`src/rtl/uart_pkg.sv`:
```
// Shared UART types and constants.
// Used by the receiver and the baud generator.
package uart_pkg;

  localparam int UART_OVERSAMPLE  = 16;
  localparam int UART_SYNC_STAGES = 2;

  typedef enum logic [1:0] {
    IDLE,
    START,
    DATA,
    STOP
  } uart_rx_state_t;

endpackage

```
`src/rtl/uart_baud_gen.sv`:
```
// Oversample tick generator: one tick every clk_divider+1 clocks.
// The divider is captured on clear so a mid-frame change waits for the next frame.
module uart_baud_gen
  import uart_pkg::*;
(
  input  logic       clk,
  input  logic       rst,
  input  logic       clear,
  input  logic [7:0] clk_divider,
  output logic       tick
);

  logic [7:0] cnt_q, cnt_d;
  logic [7:0] lat_q, lat_d;
  logic       wrap;

  assign wrap = (cnt_q == lat_q);
  assign tick = wrap & ~clear;

  always_comb begin
    cnt_d = cnt_q;
    lat_d = lat_q;
    if (clear) begin
      cnt_d = 8'd0;
      lat_d = clk_divider;
    end else if (wrap) begin
      cnt_d = 8'd0;
    end else begin
      cnt_d = cnt_q + 8'd1;
    end
  end

  always_ff @(posedge clk) begin
    if (rst) begin
      cnt_q <= 8'd0;
      lat_q <= 8'd0;
    end else begin
      cnt_q <= cnt_d;
      lat_q <= lat_d;
    end
  end

endmodule

```
`src/rtl/uart_rx.sv`:
```
// 8N1 UART receiver with 16x oversampling and framing-error detect.
// Each byte or error is reported as a single-cycle pulse.
module uart_rx
  import uart_pkg::*;
#(
  parameter int OVERSAMPLE  = UART_OVERSAMPLE,
  parameter int SYNC_STAGES = UART_SYNC_STAGES
) (
  input  logic       clk,
  input  logic       rst,
  input  logic       en,
  input  logic [7:0] clk_divider,
  input  logic       sin,
  output logic [7:0] rx_data,
  output logic       rx_valid,
  output logic       rx_err,
  output logic       rx_busy
);

  localparam int OSW = $clog2(OVERSAMPLE);
  localparam logic [OSW-1:0] OS_MID  = OSW'(OVERSAMPLE/2 - 1);
  localparam logic [OSW-1:0] OS_LAST = OSW'(OVERSAMPLE - 1);

  logic [SYNC_STAGES-1:0] sync_q;
  logic                   sin_s;
  logic                   sin_q;
  logic                   fall;

  uart_rx_state_t state_q, state_d;
  logic [OSW-1:0] os_q, os_d;
  logic [2:0]     bit_q, bit_d;
  logic [7:0]     sh_q, sh_d;
  logic [7:0]     data_q, data_d;
  logic           valid_q, valid_d;
  logic           err_q, err_d;
  logic           clear;
  logic           tick;

  assign sin_s = sync_q[SYNC_STAGES-1];
  assign fall  = sin_q & ~sin_s;

  uart_baud_gen u_baud (
    .clk         (clk),
    .rst         (rst),
    .clear       (clear),
    .clk_divider (clk_divider),
    .tick        (tick)
  );

  always_ff @(posedge clk) begin
    if (rst) begin
      sync_q <= '1;
      sin_q  <= 1'b1;
    end else begin
      sync_q <= {sync_q[SYNC_STAGES-2:0], sin};
      sin_q  <= sin_s;
    end
  end

  always_comb begin
    state_d = state_q;
    os_d    = os_q;
    bit_d   = bit_q;
    sh_d    = sh_q;
    data_d  = data_q;
    valid_d = 1'b0;
    err_d   = 1'b0;
    clear   = 1'b0;
    if (!en) begin
      state_d = IDLE;
    end else begin
      unique case (state_q)
        IDLE: begin
          if (fall) begin
            clear   = 1'b1;
            os_d    = '0;
            state_d = START;
          end
        end
        START: begin
          if (tick) begin
            if (os_q == OS_MID) begin
              if (!sin_s) begin
                os_d    = '0;
                bit_d   = 3'd0;
                state_d = DATA;
              end else begin
                state_d = IDLE;
              end
            end else begin
              os_d = os_q + OSW'(1);
            end
          end
        end
        DATA: begin
          if (tick) begin
            os_d = os_q + OSW'(1);
            if (os_q == OS_LAST) begin
              sh_d  = {sin_s, sh_q[7:1]};
              bit_d = bit_q + 3'd1;
              if (bit_q == 3'd7) state_d = STOP;
            end
          end
        end
        STOP: begin
          if (tick) begin
            os_d = os_q + OSW'(1);
            if (os_q == OS_LAST) begin
              if (sin_s) begin
                data_d  = sh_q;
                valid_d = 1'b1;
              end else begin
                err_d = 1'b1;
              end
              state_d = IDLE;
            end
          end
        end
        default: state_d = IDLE;
      endcase
    end
  end

  always_ff @(posedge clk) begin
    if (rst) begin
      state_q <= IDLE;
      os_q    <= '0;
      bit_q   <= 3'd0;
      sh_q    <= 8'h00;
      data_q  <= 8'h00;
      valid_q <= 1'b0;
      err_q   <= 1'b0;
    end else begin
      state_q <= state_d;
      os_q    <= os_d;
      bit_q   <= bit_d;
      sh_q    <= sh_d;
      data_q  <= data_d;
      valid_q <= valid_d;
      err_q   <= err_d;
    end
  end

  assign rx_data  = data_q;
  assign rx_valid = valid_q;
  assign rx_err   = err_q;
  assign rx_busy  = (state_q != IDLE);

endmodule

```
`config.mk`:
```
export PLATFORM = sky130hd
export DESIGN_NAME = uart_rx
export DESIGN_NICKNAME = d
export VERILOG_FILES = /design/src/rtl/uart_pkg.sv /design/src/rtl/uart_baud_gen.sv /design/src/rtl/uart_rx.sv
export SDC_FILE = /design/constraint.sdc
export NUM_CORES = 1
export LEC_CHECK = 0
export ABC_AREA = 0
export CORE_MARGIN = 10
export CORE_UTILIZATION = 45
export CTS_CLUSTER_SIZE = 12
export DETAILED_ROUTE_END_ITERATION = 8
export PLACE_DENSITY = 0.66
export SLEW_MARGIN = 15
export SYNTH_ARGS = -nofsm -noshare
export SYNTH_HDL_FRONTEND = slang
export SYNTH_SLANG_ARGS = --single-unit
export TNS_END_PERCENT = 10
```
`constraint.sdc`:
```
create_clock -name clk -period 5.1 [get_ports clk]
set_input_delay 0.51 -clock clk [delete_from_list [all_inputs] [get_ports clk]]
set_output_delay 0.51 -clock clk [all_outputs]
set_load 0.05 [all_outputs]
```
---- Yosys cells after proc, flatten, opt, wreduce, memory -nomap -nowiden ----
Cells that the tools add are included.
storage, ports and cells
  bits in registers ....................... 46
  input bits .............................. 12
operators by class
  eq/ne operators ......................... 18
  bitwise operators ....................... 8
  muxes and demuxes ....................... 27
  reduce and logical (&&, ||, !) cells .... 12
  $add $sub $neg .......................... 3
operator list
  cell                                            count
  2-to-1 mux 4 bit                                5
  2-to-1 mux 2 bit                                9
  != test 2 bit (second input constant)           9
  2-to-1 mux 3 bit                                5
  case mux 4 bit (3 select lines)                 1
  AND reduction 5 bit                             2
  adder 8 x 1 -> 8 bit (second input constant)    1
  == test 8 bit                                   1
  case mux 2 bit (4 select lines)                 1
  AND reduction 8 bit                             1
  AND reduction 7 bit                             1
  NOT 1 bit                                       6
  case mux 3 bit (2 select lines)                 1
  2-to-1 mux 1 bit                                5
  OR reduction 5 bit                              1
  adder 4 x 1 -> 4 bit (second input constant)    1
  == test 2 bit (second input constant)           2
  == test 4 x 3 -> 1 bit (second input constant)  1
  == test 4 bit (second input constant)           1
  AND reduction 4 bit                             1
  nonzero test 2 bit                              2
  OR reduction 2 bit                              2
  adder 3 x 1 -> 3 bit (second input constant)    1
  == test 3 bit (second input constant)           1
  6 further kinds                                 7

---- Depth between registers and ports, before layout ----
Gate-level depths: netlist of run 1.
  word-level depth ........................ 9
  gate-level depth with buffers ........... 7

---- By module ----
Synthesis of run 1 repeated with hierarchy kept, for this count alone.
unflattened totals
  cells, all modules ...................... 203
  area, all modules ....................... 2060.7 sq um
modules (own cells, without submodules)
  module         area each (sq um)  sequential area each (sq um)  times used  cells each
  uart_rx        1311.3             600.6                         1           131
  uart_baud_gen  749.5              320.3                         1           72

---- Worst setup path after synthesis of run 1 ----
OpenSTA, ideal clock, no wires.
  kind .................................... register -> register
  start ................................... register os_q[0] (netlist name)
  end ..................................... register u_baud.cnt_q[5]
  data required time ...................... 5.035 ns
  path buffers ............................ 1
  arrival time ............................ 1.939 ns
  setup slack ............................. 3.095 ns
  clock period less this slack ............ 2.005 ns
  cell stages (with the launch flop) ...... 8
  path through ............................ dfxtp_1 ha_1 nand2_1 o41ai_1 nor3_2 or3_1 clkbuf_2 nor2b_1
RTL lines
  what                    line                 source
  end signal: assignment  uart_baud_gen.sv:38  cnt_q <= cnt_d;
  end: declaration        uart_baud_gen.sv:13  logic [7:0] cnt_q, cnt_d;

==> results.sh, run 1 <==
export IMPL_first_pass_iters=4
export IMPL_hold_viol=0
export IMPL_clock_sinks=46
export IMPL_max_freq_ghz=0.389
export IMPL_rsz0062_at_grt="no"
export IMPL_ir_drop_uv=204
export IMPL_setup_tns_ps=0
export IMPL_avgRoutedWirePerCell_um=13.5
export IMPL_root_buffer="clkbuf_8"
export IMPL_synth_common_cells="dfxtp_1 (46), nor2_1 (31), nand2_1 (26)"
export IMPL_drtIter0Drc=56
export IMPL_synth_cells=218
export IMPL_cp_start_kind="register"
export IMPL_preCtsSetupSlack_ps=2620
export IMPL_post_cts_resized=0
export IMPL_initial_core_util=0.463
export IMPL_max_slew_margin=0.430
export IMPL_synth_top_cell_area_share=0.457
export IMPL_overflow=0
export IMPL_critical_path_class="register to output port"
export IMPL_maxCapViolations=0
export IMPL_endpoint_kind="output port"
export IMPL_clkTransAtPathRegs_ps=80
export IMPL_reg2reg_slack_ps=2790
export IMPL_drive_gt1_frac=0.0795
export IMPL_finalPower_uw=642
export IMPL_r2r_start="os_q[0]"
export IMPL_ff2ff_path_depth=6
export IMPL_nets=254
export IMPL_synth_area_leader_cell="dfxtp_1"
export IMPL_fin_ws_ps=2530
export IMPL_cts_tree="yes"
export IMPL_place_gp_congestion=0.768
export IMPL_grtUsageTotal=0.110
export IMPL_htree_levels=2
export IMPL_clock_latency_ps=290
export IMPL_ys_warn_count=0
export IMPL_post_cts_buffers=0
export IMPL_coreArea_um2=4350
export IMPL_finalSetupViolCount=0
export IMPL_syn_cell_area_um2=2020
export IMPL_cts_made_buffers=5
export IMPL_synth_avg_cell_area_um2=9.25
export IMPL_synthArstFlopShare=0
export IMPL_synth_seq_cells=46
export IMPL_drc=0
export IMPL_endpoint="rx_busy"
export IMPL_slew_viol_final=0
export IMPL_grt_pass1_vias=1421
export IMPL_p_leak_nw=0.813
export IMPL_min_period_ps=2570
export IMPL_synthFlopType="dfxtp_1"
export IMPL_n_antenna_cell=0
export IMPL_synth_enable_flop_cells=0
export IMPL_hold_path_class="register to register"
export IMPL_reg2reg_to="u_baud.cnt_q[5]"
export IMPL_min_period_over_period=0.504
export IMPL_hpwl_um=2740
export IMPL_die_h_um=86.9
export IMPL_yosysSeqAreaShare=0.457
export IMPL_io_buffers=22
export IMPL_via_per_inst=5.22
export IMPL_postCtsHoldBufs=0
export IMPL_wl_um=3920
export IMPL_critical_path_arrival_ps=2060
export IMPL_grt_pass1_wl_um=6820
export IMPL_rows=24
export IMPL_syn_nets=234
export IMPL_synth_cell_type_count=42
export IMPL_power_density_nw_per_um2=273
export IMPL_synth_top_cells_by_area="dfxtp_1 (46%), mux2i_1 (8.9%), nor2_1 (5.8%)"
export IMPL_clockBufferDepth=2
export IMPL_post_synth_top_count_cell="dfxtp_1"
export IMPL_dieArea_um2=7560
export IMPL_grt_max_degree=38
export IMPL_cp_max_fo=14
export IMPL_critPathRequiredTime_ps=4590
export IMPL_worst_clock_skew_ps=5.82
export IMPL_vias=1518
export IMPL_syn2layout_area_growth_pct=16.5
export IMPL_ioPinCount=23
export IMPL_die_width_um=86.9
export IMPL_tightest_slew_ps=851
export IMPL_status="finished, final reports clean"
export IMPL_fin_util=0.539
export IMPL_antenna_found_initial=0
export IMPL_ant_nets=0
-- power by group --
part	internal (mW)	total (mW)	switching, mW
clock network	0.109	0.225	0.116
registers	0.363	0.368	0.00477
logic	0.0186	0.0483	0.0297
-- worst min-delay path by stage --
stage                          from         to  depth (start not counted)
final                     sync_q[0]  sync_q[1]                          1
after global routing      sync_q[0]  sync_q[1]                          1
after CTS                 sync_q[0]  sync_q[1]                          1
after detailed placement  sync_q[0]  sync_q[1]                          1
after global placement    sync_q[0]  sync_q[1]                          1
after floorplan           sync_q[0]  sync_q[1]                          1
-- through the flow --
stage          instances  cell area, µm²  hold WS, ps
6_report             291            2350          414
3_3_place_gp         283            2260          392
4_1_cts              291            2350          420
2_1_floorplan        218            2020          389
3_5_place_dp         283            2260          400
5_1_grt              291            2350          432
-- cell usage in the layout (no fill, tap or decap), drive strengths merged, types with 2 or more instances in the layout --
cell type / count
nand2b: 2
a31oi: 3
mux2i: 18
xor2: 3
clkbuf: 7
nand3b: 3
dfxtp: 46
and3b: 2
ha: 4
and3: 2
inv: 5
xnor2: 12
nor4b: 2
nor3: 4
nor2: 31
or2: 3
or4b: 2
nand4: 5
nand2: 26
nand3: 5
and4: 5
clkdlybuf4s50: 22
a21oi: 13
o22ai: 2
-- cell type report --
| type | count | area, µm² |
|---|---|---|
| Timing Repair Buffer | 23 | 228 |
| Inverter | 5 | 18.8 |
| Clock inverter | 1 | 5.00 |
| Sequential cell | 46 | 921 |
| Multi-Input combinational cell | 157 | 1020 |
| Tap cell | 52 | 65.1 |
| Clock buffer | 7 | 86.3 |
| Fill cell | 403 | 2010 |
-- layer usage --
layer	share of wire	routed length, µm	track usage
met5	0	0	0
met3	0.044	172	0.0337
met2	0.45	1770	0.165
met4	0.0082	32	0.0442
met1	0.50	1950	0.144
-- critical path: stages (launching register included) --
cell             delay [ps]
dfxtp_1                 630
nor2_1                  150
inv_1                   160
clkdlybuf4s50_1         820
-- kinds of logic (layout without fill, tap and decap cells) --
kind of cell	Yosys count	in the layout	share of synthesized area
buffers and inverters	15	36	0.0348
adder cells (fa/ha/maj)	4	4	0.0248
AND/OR/NAND/NOR	96	96	0.253
XOR/XNOR	15	15	0.0652
flip-flops	46	46	0.457
AO/OA/AOI/OAI	24	24	0.0757
multiplexers	18	18	0.0894
-- sequential cells by signal (all words and copies together), names as in the netlist, named ones only --
| signal | flops |
|---|---|
| u_baud.lat_q | 8 |
| sh_q | 8 |
| os_q | 4 |
| sin_q | 1 |
| rx_data | 8 |
| state_q | 1 |
| sync_q | 2 |
| rx_err | 1 |
| bit_q | 3 |
| rx_valid | 1 |
| u_baud.cnt_q | 8 |
Note: power is estimated with default switching activity, not from simulation.
==> run 2: changes to the inputs <==
- clock period: 5.1 -> 2.4 ns (I/O delays scaled with it)
==> run 2 against run 1 <==
Against the previous run:
- global-route usage is 0.43 points higher
- flip-flop and latch count stayed put
- sequential power is 110% higher
- clock-buffer cell count is 2 lower
- worst hold slack better by 2.2 ps
- utilization is 1.5 points higher
- critical endpoint unchanged
- largest cell class unchanged
==> results.sh, run 2 (synthesis gave the netlist of run 1 again) <==
export IMPL_status="finished, final reports clean"
export IMPL_power_frac_seq=0.572
export IMPL_p_int_mw=1.03
export IMPL_n_antenna_cell=0
export IMPL_critical_path_arrival_ps=1910
export IMPL_cts_tree="yes"
export IMPL_drive_gt1_frac=0.110
export IMPL_clock_latency_ps=300
export IMPL_post_cts_buffers=0
export IMPL_io_buffers=22
export IMPL_clockBufferDepth=2
export IMPL_topRoutingLayerUsed="met4"
export IMPL_p_leak_nw=0.848
export IMPL_place_gp_congestion=0.792
export IMPL_max_freq_ghz=0.465
export IMPL_hold_path_class="register to register"
export IMPL_reg2reg_to="bit_q[0]"
export IMPL_multiInputGateArea_um2=1030
export IMPL_endpoint="rx_busy"
export IMPL_nets=260
export IMPL_min_period_ps=2150
export IMPL_r2r_start="state_q[0]"
export IMPL_cts_made_buffers=5
export IMPL_hold_viol=0
export IMPL_drc=0
export IMPL_min_period_over_period=0.896
export IMPL_combPwrFrac=0.084
export IMPL_max_slew_margin=0.660
export IMPL_maxCapViolations=0
export IMPL_wl_um=3980
export IMPL_critPathRequiredTime_ps=2160
export IMPL_final_common_cell="dfxtp_1"
export IMPL_cp_max_fo=12
export IMPL_p_switching_uw=339
export IMPL_ant_nets=0
export IMPL_die_width_um=86.9
export IMPL_tightest_slew_ps=509
export IMPL_fin_ws_ps=250
export IMPL_grt_pass1_wl_um=7020
export IMPL_first_pass_iters=4
export IMPL_seqCellArea_um2=921
export IMPL_die_h_um=86.9
export IMPL_final_cell_mix="dfxtp_1 (46), nor2_1 (31), nand2_1 (26)"
export IMPL_initial_core_util=0.463
export IMPL_grtUsageTotal=0.115
export IMPL_power_density_nw_per_um2=566
export IMPL_grt_max_degree=23
export IMPL_ff2ff_path_depth=5
export IMPL_rsz0062_at_grt="no"
export IMPL_vias=1541
export IMPL_grt_pass1_vias=1485
export IMPL_clock_sinks=46
export IMPL_worst_clock_skew_ps=6.39
export IMPL_critical_path_class="register to output port"
export IMPL_avgRoutedWirePerCell_um=13.4
export IMPL_hpwl_um=2840
export IMPL_drtIter0Drc=67
export IMPL_wl_met3_um=179
export IMPL_slew_viol_final=0
export IMPL_clkTransAtPathRegs_ps=90
export IMPL_reg2reg_slack_ps=300
export IMPL_finalSetupViolCount=0
export IMPL_crit_start="state_q[0]"
export IMPL_htree_levels=2
export IMPL_via_per_inst=5.19
export IMPL_coreArea_um2=4350
export IMPL_ioPinCount=23
export IMPL_preCtsSetupSlack_ps=272
export IMPL_root_buffer="clkbuf_8"
export IMPL_wl_met1_um=1960
export IMPL_overflow=0
export IMPL_hp_start="sync_q[0]"
export IMPL_rows=24
export IMPL_setup_tns_ps=0
export IMPL_dieArea_um2=7560
export IMPL_endpoint_kind="output port"
export IMPL_syn2layout_area_growth_pct=19.7
export IMPL_clkPwrFrac=0.344
export IMPL_antenna_found_initial=0
export IMPL_cp_start_kind="register"
export IMPL_nFillCells=418
export IMPL_wl_met2_um=1780
export IMPL_swShare=0.248
export IMPL_ir_drop_uv=380
## run 2: cell count changes in the layout (fill, tap and decap cells not counted), sizes merged
cell | previous run | this run
buf | 1 | 7
clkbuf | 7 | 5
clkinv | 1 | 2
clkinvlp | 0 | 1
## run 2: metrics by stage
step	instance area [µm²]	hold slack, ps	power, mW	cells	util
global route	2410	438	1.43	297	0.554
global placement	2310	393	0.913	289	0.532
detailed placement	2310	397	0.913	289	0.532
CTS	2400	418	1.38	297	0.552
floorplan	2020	344	0.869	218	-
finish	2410	417	1.36	297	0.554
## run 2: power groups by stage
stage	Combinational [mW]	Sequential, mW	Clock [mW]
floorplan	0.0722	0.796	0
global placement	0.114	0.799	0
detailed placement	0.114	0.799	0
CTS	0.114	0.781	0.487
global route	0.128	0.784	0.521
finish	0.114	0.781	0.469
## run 2: how the worst min path moves through the flow
stage | cells after the start | to
after floorplan | 1 | sync_q[0]
after global placement | 1 | sync_q[1]
after detailed placement | 1 | sync_q[1]
after CTS | 1 | sync_q[1]
after global routing | 1 | sync_q[1]
final | 1 | sync_q[1]
## run 2: worst max-delay path: stages, from the launching register on
cell	delay (ps)
dfxtp_1	520
nor2_1	120
inv_1	140
clkdlybuf4s50_1	820
## run 2: timing repair
| action | 4_1_cts | 5_1_grt |
|---|---|---|
| resized for setup | 0 | 1 |
| hold buffers | 0 | 0 |
| endpoints found under the setup margin | 0 | 2 |
## run 2: per-layer routing
metal	track usage	up-vias
met5	0	-
met4	0.0486	0
met3	0.0496	5
met2	0.167	18
met1	0.143	715
li1	-	803
## run 2: area by class of cell
class,instances,area share
clock buffer,5,0.0285
clock inverter,3,0.00882
inverter,5,0.00778
multi-input combinational,157,0.428
sequential,46,0.382
tap,52,0.0270
timing repair buffer,29,0.118
